### config.mk
export PLATFORM = sky130hd
export DESIGN_NAME = match_clear_ctrl_flat
export DESIGN_NICKNAME = d
export VERILOG_FILES = /design/src/rtl/match_clear_ctrl_if.sv /design/src/rtl/match_clear_ctrl.sv /design/src/flat_wrapper.sv
export SDC_FILE = /design/constraint.sdc
export NUM_CORES = 1
export LEC_CHECK = 0
export ABC_AREA = 1
export BUFFER_PORTS_ARGS = -buffer_cell sky130_fd_sc_hd__buf_2
export CORE_UTILIZATION = 55
export DETAILED_ROUTE_END_ITERATION = 12
export GPL_TIMING_DRIVEN = 1
export PLACE_DENSITY = 0.89
export SETUP_SLACK_MARGIN = 0.3
export SYNTH_ARGS = -nofsm -noshare
export SYNTH_HDL_FRONTEND = slang
export SYNTH_SLANG_ARGS = --single-unit
export TNS_END_PERCENT = 50
### constraint.sdc
create_clock -name clk -period 1.6 [get_ports clk]
set_input_delay 0.4 -clock clk [delete_from_list [all_inputs] [get_ports clk]]
set_output_delay 0.4 -clock clk [all_outputs]
set_load 0.005 [all_outputs]
### src/rtl/match_clear_ctrl_if.sv
// Bus between the pair sequencer and the 16x16 card-clear pixel stage.
// The sequencer is the master: it supplies the card origin and the enable.
interface match_clear_ctrl_if;
    logic [7:0] x0;
    logic [6:0] y0;
    logic       clear_en;
    logic       clear_done;

    modport master (output x0, y0, clear_en, input  clear_done);
    modport slave  (input  x0, y0, clear_en, output clear_done);
endinterface

### src/rtl/match_clear_ctrl.sv
// Sequencer that clears a matched pair of cards, one card at a time, via the clear stage.
// Optional per-card watchdog enabled by defining CLEAR_TIMEOUT_EN.
module match_clear_ctrl #(
    parameter int unsigned X_ORIGIN    = 8,
    parameter int unsigned Y_ORIGIN    = 8,
    parameter int unsigned PITCH_X     = 20,
    parameter int unsigned PITCH_Y     = 20,
    parameter int unsigned MASK_CYCLES = 4,
    parameter int unsigned GAP_CYCLES  = 2
`ifdef CLEAR_TIMEOUT_EN
    ,
    parameter int unsigned TIMEOUT     = 1024
`endif
) (
    input  logic                clk,
    input  logic                reset_n,
    input  logic                start,
    input  logic [3:0]          card_a,
    input  logic [3:0]          card_b,
    input  logic                new_game,
    match_clear_ctrl_if.master  clr,
    output logic                busy,
    output logic                done,
    output logic [15:0]         cleared_mask,
    output logic                timeout_err
);

    localparam logic [2:0] S_IDLE    = 3'd0;
    localparam logic [2:0] S_LOAD_A  = 3'd1;
    localparam logic [2:0] S_CLEAR_A = 3'd2;
    localparam logic [2:0] S_GAP     = 3'd3;
    localparam logic [2:0] S_LOAD_B  = 3'd4;
    localparam logic [2:0] S_CLEAR_B = 3'd5;
    localparam logic [2:0] S_FINISH  = 3'd6;

    localparam int MW = (MASK_CYCLES > 0) ? $clog2(MASK_CYCLES + 1) : 1;
    localparam int GW = (GAP_CYCLES > 1) ? $clog2(GAP_CYCLES) : 1;

    logic [2:0]    state;
    logic [3:0]    cap_a;
    logic [3:0]    cap_b;
    logic [MW-1:0] mask_cnt;
    logic [GW-1:0] gap_cnt;
    logic          in_clear;
    logic          clear_ok;
    logic          timed_out;
    logic [3:0]    cur_card;

    function automatic logic [7:0] origin_x(input logic [1:0] col);
        return 8'(X_ORIGIN + 32'(col) * PITCH_X);
    endfunction

    function automatic logic [6:0] origin_y(input logic [1:0] row);
        return 7'(Y_ORIGIN + 32'(row) * PITCH_Y);
    endfunction

    assign in_clear     = (state == S_CLEAR_A) || (state == S_CLEAR_B);
    assign clr.clear_en = in_clear;
    assign busy         = (state != S_IDLE);
    assign done         = (state == S_FINISH);
    assign cur_card     = (state == S_CLEAR_B) ? cap_b : cap_a;
    // A stale clear_done from the previous card is ignored until the mask window has elapsed.
    assign clear_ok     = in_clear && (mask_cnt == MW'(MASK_CYCLES)) && clr.clear_done;

    always_ff @(posedge clk or negedge reset_n) begin
        if (!reset_n) begin
            mask_cnt <= '0;
        end else if (!in_clear) begin
            mask_cnt <= '0;
        end else if (mask_cnt != MW'(MASK_CYCLES)) begin
            mask_cnt <= mask_cnt + 1'b1;
        end
    end

    always_ff @(posedge clk or negedge reset_n) begin
        if (!reset_n) begin
            gap_cnt <= '0;
        end else if (state != S_GAP) begin
            gap_cnt <= '0;
        end else begin
            gap_cnt <= gap_cnt + 1'b1;
        end
    end

`ifdef CLEAR_TIMEOUT_EN
    localparam int WW = $clog2(TIMEOUT + 1);

    logic [WW-1:0] wd_cnt;

    assign timed_out = in_clear && (wd_cnt == WW'(TIMEOUT - 1)) && !clear_ok;

    always_ff @(posedge clk or negedge reset_n) begin
        if (!reset_n) begin
            wd_cnt      <= '0;
            timeout_err <= 1'b0;
        end else begin
            if (!in_clear) begin
                wd_cnt <= '0;
            end else if (wd_cnt != WW'(TIMEOUT - 1)) begin
                wd_cnt <= wd_cnt + 1'b1;
            end
            if (timed_out) begin
                timeout_err <= 1'b1;
            end
        end
    end
`else
    assign timed_out   = 1'b0;
    assign timeout_err = 1'b0;
`endif

    always_ff @(posedge clk or negedge reset_n) begin
        if (!reset_n) begin
            state        <= S_IDLE;
            cap_a        <= '0;
            cap_b        <= '0;
            clr.x0       <= '0;
            clr.y0       <= '0;
            cleared_mask <= '0;
        end else begin
            case (state)
                S_IDLE: begin
                    if (start) begin
                        cap_a <= card_a;
                        cap_b <= card_b;
                        state <= S_LOAD_A;
                    end else if (new_game) begin
                        cleared_mask <= '0;
                    end
                end
                S_LOAD_A: begin
                    clr.x0 <= origin_x(cap_a[1:0]);
                    clr.y0 <= origin_y(cap_a[3:2]);
                    state  <= cleared_mask[cap_a] ? S_GAP : S_CLEAR_A;
                end
                S_CLEAR_A, S_CLEAR_B: begin
                    // A watchdog expiry advances the sequence but leaves the card uncleared.
                    if (clear_ok || timed_out) begin
                        if (clear_ok) begin
                            cleared_mask[cur_card] <= 1'b1;
                        end
                        state <= (state == S_CLEAR_A) ? S_GAP : S_FINISH;
                    end
                end
                S_GAP: begin
                    if (gap_cnt == GW'(GAP_CYCLES - 1)) begin
                        state <= S_LOAD_B;
                    end
                end
                S_LOAD_B: begin
                    clr.x0 <= origin_x(cap_b[1:0]);
                    clr.y0 <= origin_y(cap_b[3:2]);
                    state  <= (cleared_mask[cap_b] || (cap_b == cap_a)) ? S_FINISH : S_CLEAR_B;
                end
                S_FINISH: begin
                    state <= S_IDLE;
                end
                default: begin
                    state <= S_IDLE;
                end
            endcase
        end
    end

endmodule

### src/flat_wrapper.sv
// flat-port wrapper written by rule: the top's interface ports become plain ports
module match_clear_ctrl_flat 
#(
    parameter int unsigned X_ORIGIN    = 8,
    parameter int unsigned Y_ORIGIN    = 8,
    parameter int unsigned PITCH_X     = 20,
    parameter int unsigned PITCH_Y     = 20,
    parameter int unsigned MASK_CYCLES = 4,
    parameter int unsigned GAP_CYCLES  = 2

)
  (clk, reset_n, start, card_a, card_b, new_game, busy, done, cleared_mask, timeout_err, clr_x0, clr_y0, clr_clear_en, clr_clear_done);
  match_clear_ctrl_if clr_i ();
  input  logic clk;
  input  logic reset_n;
  input  logic start;
  input  logic [3:0] card_a;
  input  logic [3:0] card_b;
  input  logic new_game;
  output logic busy;
  output logic done;
  output logic [15:0] cleared_mask;
  output logic timeout_err;
  output wire logic [$bits(clr_i.x0)-1:0] clr_x0;
  output wire logic [$bits(clr_i.y0)-1:0] clr_y0;
  output wire logic [$bits(clr_i.clear_en)-1:0] clr_clear_en;
  input wire logic [$bits(clr_i.clear_done)-1:0] clr_clear_done;
  assign clr_x0 = clr_i.x0;
  assign clr_y0 = clr_i.y0;
  assign clr_clear_en = clr_i.clear_en;
  assign clr_i.clear_done = clr_clear_done;
  match_clear_ctrl #(.X_ORIGIN(X_ORIGIN), .Y_ORIGIN(Y_ORIGIN), .PITCH_X(PITCH_X), .PITCH_Y(PITCH_Y), .MASK_CYCLES(MASK_CYCLES), .GAP_CYCLES(GAP_CYCLES)) u_core (.clk(clk), .reset_n(reset_n), .start(start), .card_a(card_a), .card_b(card_b), .new_game(new_game), .clr(clr_i), .busy(busy), .done(done), .cleared_mask(cleared_mask), .timeout_err(timeout_err));
endmodule
==> results of run 1 <==
routing by layer:
layer / GRT usage (%) / up-vias / share of wire [%]
li1: - / 1142 / -
met1: 38.02 / 1129 / 39
met5: 0 / - / 0
met4: 12.24 / 0 / 4.3
met2: 50.86 / 167 / 48
met3: 6.743 / 43 / 8.2
synth_stat cells, types with 4 or more instances:
library cell	instances
a21oi_2	12
nand2_1	95
buf_4	6
nand4_1	4
inv_2	9
nor2_4	4
nor2_1	13
inv_1	37
a21oi_1	11
dfrtp_1	41
ha_1	6
nand3_1	32
o21ai_1	6
o21ai_2	4
o21ai_0	16
cell type report:
cell class,count,area (um^2),share of cell area [%]
repair buffers,64,442.9,13.95
multi-input cells,228,1311,41.31
inverters,47,193.9,6.110
well taps,50,62.56,1.971
clock buffers,5,68.82,2.168
flip-flops and latches,41,1030,32.44
clock inverters,3,65.06,2.050
placed cells by master (no fill, tap or decap), types with 7 or more instances in the layout:
cell type / instances
buf_2: 39
nor2_4: 7
nand3_1: 30
a21oi_2: 15
inv_1: 32
o21ai_0: 12
o21ai_2: 7
dfrtp_1: 38
nor2_1: 11
nand2_1: 91
buf_4: 16
inv_2: 9
worst paths after layout:
| check | from | to | slack, ns | cells after the start |
|---|---|---|---|---|
| max | u_core.cap_a[0]$_DFFE_PN0P_ | u_core.state[0]$_DFFE_PN0P_ | -0.13 | 10 |
| max reg2reg | u_core.cap_a[0]$_DFFE_PN0P_ | u_core.state[0]$_DFFE_PN0P_ | -0.13 | 10 |
| min | reset_n | u_core.cleared_mask[6]$_DFFE_PN0P_ | 0.05 | 1 |
| max in group asynchronous | reset_n | u_core.state[1]$_DFFE_PN0P_ | 1.06 | 2 |
| min reg2reg | u_core.clr.x0[4]$_DFFE_PN0P_ | u_core.clr.x0[4]$_DFFE_PN0P_ | 0.48 | 2 |
| min in group clk | card_b[2] | u_core.cap_b[2]$_DFFE_PN0P_ | 0.29 | 3 |
power groups by stage:
| stage | registers, mW | clock network [mW] | logic, mW |
|---|---|---|---|
| floorplan | 1.79 | 0 | 2.53 |
| global placement | 1.80 | 0 | 3.48 |
| detailed placement | 1.83 | 0 | 3.61 |
| CTS | 1.82 | 1.01 | 4.03 |
| global route | 1.90 | 1.07 | 4.90 |
| finish | 1.85 | 1.01 | 4.53 |
cells by family after synthesis:
logic type	after synthesis	share of synthesized area, %
AO/OA/AOI/OAI	52	13.31
XOR/XNOR	3	1.071
adder cells (fa/ha/maj)	6	3.060
buffers and inverters	60	10.76
flip-flops	41	41.82
other	1	0.1528
AND/OR/NAND/NOR	160	29.83
worst max-delay path, cell delays in order, from the launching register on:
cell and delay [ns]:
dfrtp_1 0.48, buf_4 0.22, nand2_1 0.10, nand3_1 0.15, nand3_1 0.12, nand3_1 0.11
nand2_1 0.09, a21oi_1 0.14, nand2_1 0.10, nand2_1 0.08, nand2_1 0.05
state kept, by name, indices dropped and copies added (netlist names):
register and flops:
u_core.cleared_mask 16, u_core.clr.x0 5, u_core.clr.y0 5, u_core.cap_a 4, u_core.cap_b 4, u_core.mask_cnt 3
u_core.state 3, u_core.gap_cnt 1
timing repair:
action	CTS	global route
pin swaps	7	7
endpoints found under the hold margin	0	0
buffers inserted	11	2
endpoints found under the setup margin	41	43
gates cloned	1	0
gates resized for setup	29	18
==> impl_metrics.env, run 1 <==
export IMPL_min_period_ns=1.733
export IMPL_gr_total_overflow=0
export IMPL_cp_arrival_ns=1.94
export IMPL_synth_top_area_share_pct=41.82
export IMPL_postLayoutCellArea_um2=3174
export IMPL_status="complete, but fails checks"
export IMPL_violations="negative setup slack"
export IMPL_die_height_um=68.79
export IMPL_crit_path_end_kind="flip-flop"
export IMPL_path_max_fanout=9
export IMPL_clock_sinks=41
export IMPL_ys_ff_latch=41
export IMPL_synth_area_leader_cell="dfrtp_1"
export IMPL_dp_hpwl_mm=4.441
export IMPL_routabilityCongestion=0.9794
export IMPL_core_area_um2=4144
export IMPL_hold_path_class="in2async"
export IMPL_dieWidth_um=68.79
export IMPL_rows=23
export IMPL_clk_pin_slew_ns=0.09
export IMPL_cts_made_buffers=5
export IMPL_hold_buffers=0
export IMPL_final_nets=406
export IMPL_p_int_mw=3.782
export IMPL_track_usage_pct=30.45
export IMPL_initial_core_util_pct=59.21
export IMPL_finalSetupViolations=22
export IMPL_yosysWarningCount=0
export IMPL_period_share_pct=108.3
export IMPL_root_buffer="clkbuf_8"
export IMPL_postSynthCellCount=323
export IMPL_cts_max_path_buffers=2
export IMPL_ys_seq_area_share_pct=41.82
export IMPL_postPlaceCellArea_um2=2783
export IMPL_cap_viol_max_count=0
export IMPL_hold_viol_final=0
export IMPL_combPwrFrac_pct=61.3
export IMPL_drtIter0Drc=212
export IMPL_antenna_found_initial=0
export IMPL_cp_required_ns=1.81
export IMPL_cts_tree="done"
export IMPL_pwr_share_clk_pct=13.7
export IMPL_dp_cells=416
export IMPL_synthFlopType="dfrtp_1"
export IMPL_n_fill_cell=285
export IMPL_viasPerCell=5.664
export IMPL_drcViolationCount=0
export IMPL_grt_pass1_wl_mm=10.36
export IMPL_insertion_delay_ns=0.31
export IMPL_grt_pass1_vias=2237
export IMPL_ir_drop_uv=1311
export IMPL_drt_total_wl_mm=7.132
export IMPL_instances_no_fill=438
export IMPL_syn_area_um2=2454
export IMPL_drive_gt1_share_pct=35.31
export IMPL_clock_skew_ns=0.01061
export IMPL_worst_setup_path_start_kind="flip-flop"
export IMPL_detail_route_antenna_nets=0
export IMPL_p_leak_nw=1.632
export IMPL_avgSynthCellArea_um2=7.596
export IMPL_hold_slack_ns=0.04791
export IMPL_max_freq_ghz=0.5772
export IMPL_synth_area_top_cells="dfrtp_1, nand2_1, nand3_1"
export IMPL_rsz0062_at_grt="yes"
export IMPL_pwr_share_seq_pct=25.1
export IMPL_switchingPower_mw=3.606
export IMPL_final_util_pct=76.60
export IMPL_diodes=0
export IMPL_worst_setup_path_type="reg2reg"
export IMPL_finalWorstSetupSlack_ns=-0.1325
export IMPL_portBuffers=41
export IMPL_async_flop_share_pct=100.0
export IMPL_synth_edff_count=0
export IMPL_ios=48
export IMPL_power_mw=7.388
export IMPL_ys_types=31
export IMPL_vias=2481
export IMPL_drv_slew=0
export IMPL_dp_slack_ns=-0.01748
export IMPL_first_pass_iters=6
export IMPL_p_per_area_nw_per_um2=2327
export IMPL_syn_to_final_growth_pct=29.37
export IMPL_routedWlPerCell_um=16.28
export IMPL_htree_levels=2
export IMPL_swShare_pct=48.80
export IMPL_fin_tns_setup_ns=-1.269
export IMPL_grt_max_degree=24
export IMPL_dieArea_um2=4732
Power figures use the tool's default switching activity.
==> run 2: changes to the inputs <==
--- a/config.mk
+++ b/config.mk
@@ -7,6 +7,7 @@
 export LEC_CHECK = 0
 export ABC_AREA = 1
 export BUFFER_PORTS_ARGS = -buffer_cell sky130_fd_sc_hd__buf_2
+export CORE_ASPECT_RATIO = 0.9
 export CORE_UTILIZATION = 55
 export DETAILED_ROUTE_END_ITERATION = 12
 export GPL_TIMING_DRIVEN = 1
==> run 2 against run 1 <==
Net effect:
- the flow still finishes with violations (negative setup slack)
- non-clock buffer count is 2 higher
- die area hardly changed
- setup slack better by 0.011 ns
- largest cell class unchanged
- largest power group unchanged
==> impl_metrics.env, run 2 (synthesis results as in run 1) <==
export IMPL_met2_usage_pct=49.53
export IMPL_rsz0062_at_grt="yes"
export IMPL_p_leak_nw=1.663
export IMPL_drv_slew=0
export IMPL_drtIter0Drc=325
export IMPL_final_cell_mix="nand2_1, buf_2, dfrtp_1, inv_1, nand3_1"
export IMPL_combPwrFrac_pct=62.0
export IMPL_antenna_found_initial=0
export IMPL_worst_setup_path_start_kind="flip-flop"
export IMPL_top_usage_layer="met2"
export IMPL_detail_route_antenna_nets=0
export IMPL_root_buffer="clkbuf_8"
export IMPL_grt_pass1_wl_mm=10.70
export IMPL_pwr_share_seq_pct=24.8
export IMPL_vias=2524
export IMPL_hold_buffers=0
export IMPL_cts_max_path_buffers=2
export IMPL_final_nets=409
export IMPL_clock_sinks=41
export IMPL_top_regs="u_core.cleared_mask (16), u_core.clr.x0 (5), u_core.clr.y0 (5)"
export IMPL_period_share_pct=107.6
export IMPL_hold_viol_final=0
export IMPL_syn_to_final_growth_pct=32.79
export IMPL_routedWlPerCell_um=16.31
export IMPL_dp_cells=428
export IMPL_cap_viol_max_count=0
export IMPL_cp_required_ns=1.20
export IMPL_viasPerCell=5.596
export IMPL_drive_gt1_share_pct=39.13
export IMPL_drt_total_wl_mm=7.354
export IMPL_clock_skew_ns=0.008252
export IMPL_ios=48
export IMPL_routabilityCongestion=0.9129
export IMPL_hold_slack_ns=0.01324
export IMPL_grtUsageMet1_pct=38.65
export IMPL_rows=22
export IMPL_status="complete, but fails checks"
export IMPL_violations="negative setup slack"
export IMPL_path_cells="inv_2 > nor2_4 > nand2_4 > nand2_4 > buf_2"
export IMPL_dieWidth_um=72.41
export IMPL_dp_hpwl_mm=4.438
export IMPL_cts_tree="done"
export IMPL_finalWorstSetupSlack_ns=-0.1218
export IMPL_track_usage_pct=29.76
export IMPL_diodes=0
export IMPL_grt_max_degree=18
export IMPL_slowest_delay_ns=0.44
export IMPL_htree_levels=2
export IMPL_largest_reg_flops=16
export IMPL_grtUsageMet3_pct=5.061
export IMPL_cts_made_buffers=5
export IMPL_pwr_share_clk_pct=13.2
export IMPL_die_height_um=65.37
export IMPL_grt_pass1_vias=2338
export IMPL_first_pass_iters=8
export IMPL_clk_pin_slew_ns=0.08
export IMPL_max_freq_ghz=0.5808
export IMPL_p_per_area_nw_per_um2=2295
export IMPL_portBuffers=41
export IMPL_p_int_mw=3.816
export IMPL_gr_total_overflow=0
export IMPL_switchingPower_mw=3.661
export IMPL_largest_register="u_core.cleared_mask"
export IMPL_cpMaxStageDelayCell="dfrtp_2"
export IMPL_finalSetupViolations=21
export IMPL_core_area_um2=4184
export IMPL_layout_commonest_cell="nand2_1"
export IMPL_n_fill_cell=293
export IMPL_min_period_ns=1.722
export IMPL_dp_slack_ns=-0.03570
export IMPL_drcViolationCount=0
export IMPL_power_mw=7.476
export IMPL_path_max_fanout=5
export IMPL_hold_path_class="in2async"
export IMPL_cp_arrival_ns=1.32
export IMPL_crit_path_end_kind="primary output"
export IMPL_instances_no_fill=451
export IMPL_swShare_pct=48.96
export IMPL_critPathMostFrequentCell="nand2_4"
export IMPL_dieArea_um2=4733
export IMPL_initial_core_util_pct=58.64
export IMPL_worst_setup_path_type="reg2out"
export IMPL_ir_drop_uv=1155
export IMPL_insertion_delay_ns=0.30
-- run 2: changes by cell type in the layout (fill, tap and decap cells not counted), moves of 3 or more --
cell     before  now
nand2_1      91   85
o21ai_0      12    8
buf_4        16   19
buf_6         6    3
inv_1        32   29
inv_2         9   12
nand2_2       5    8
nor3_1        3    0
nor3_2        0    3
o21ai_4       2    5
-- run 2: area by class of cell --
cell class | count | area, um^2 | share of cell area, %
Timing Repair Buffer | 66 | 441.7 | 13.56
Timing Repair inverter | 1 | 5.005 | 0.1536
Multi-Input combinational cell | 228 | 1380 | 42.36
Tap cell | 60 | 75.07 | 2.304
Sequential cell | 41 | 1030 | 31.61
Clock buffer | 5 | 68.82 | 2.112
Clock inverter | 3 | 65.06 | 1.997
Inverter | 47 | 192.7 | 5.914
-- run 2: what timing repair did --
item | in CTS | in global routing
setup buffers | 8 | 5
pin swaps | 7 | 12
setup endpoints to repair | 41 | 43
hold endpoints to repair | 0 | 0
resized for setup | 27 | 40
gates cloned | 0 | 2
-- run 2: path summary, 6_finish.rpt --
check	from	endpoint	slack, ns	depth (start not counted)
worst max-delay path	u_core.state[0]$_DFFE_PN0P_	clr_clear_en	-0.12	5
worst min-delay path	reset_n	u_core.clr.x0[3]$_DFFE_PN0P_	0.01	1
worst max register to register	u_core.state[0]$_DFFE_PN0P_	u_core.cleared_mask[11]$_DFFE_PN0P_	-0.12	8
worst min register to register	u_core.gap_cnt$_DFF_PN0_	u_core.gap_cnt$_DFF_PN0_	0.46	1
max in group asynchronous	reset_n	u_core.cleared_mask[13]$_DFFE_PN0P_	1.02	2
min in group clk	card_b[2]	u_core.cap_b[2]$_DFFE_PN0P_	0.32	3
-- run 2: metrics by stage --
step | utilization [%] | TNS (ns) | area, um^2
2_1_floorplan | - | 0 | 2491
3_3_place_gp | 66.87 | 0 | 2798
3_5_place_dp | 66.87 | -0.04833 | 2798
4_1_cts | 73.53 | -0.2306 | 3077
5_1_grt | 77.87 | -2.779 | 3258
6_report | 77.87 | -1.028 | 3258
-- run 2: layer usage --
| layer | vias up | routed length [um] |
|---|---|---|
| met5 | - | 0 |
| met4 | 0 | 244 |
| met3 | 36 | 697 |
| met2 | 155 | 3595 |
| met1 | 1187 | 2816 |
| li1 | 1146 | - |
-- run 2: power groups by stage --
stage	Sequential, mW	Clock (mW)	Combinational [mW]
2_1_floorplan	1.79	0	2.53
3_3_place_gp	1.81	0	3.49
3_5_place_dp	1.81	0	3.62
4_1_cts	1.80	0.990	4.04
5_1_grt	1.89	1.04	5.00
6_report	1.86	0.986	4.63
-- run 2: worst max-delay path, delay by kind of cell, from the launching register on --
family	cells	cell delay, ns
AND/OR/NAND/NOR	3	0.38
flip-flops	1	0.44
buffers and inverters	2	0.20
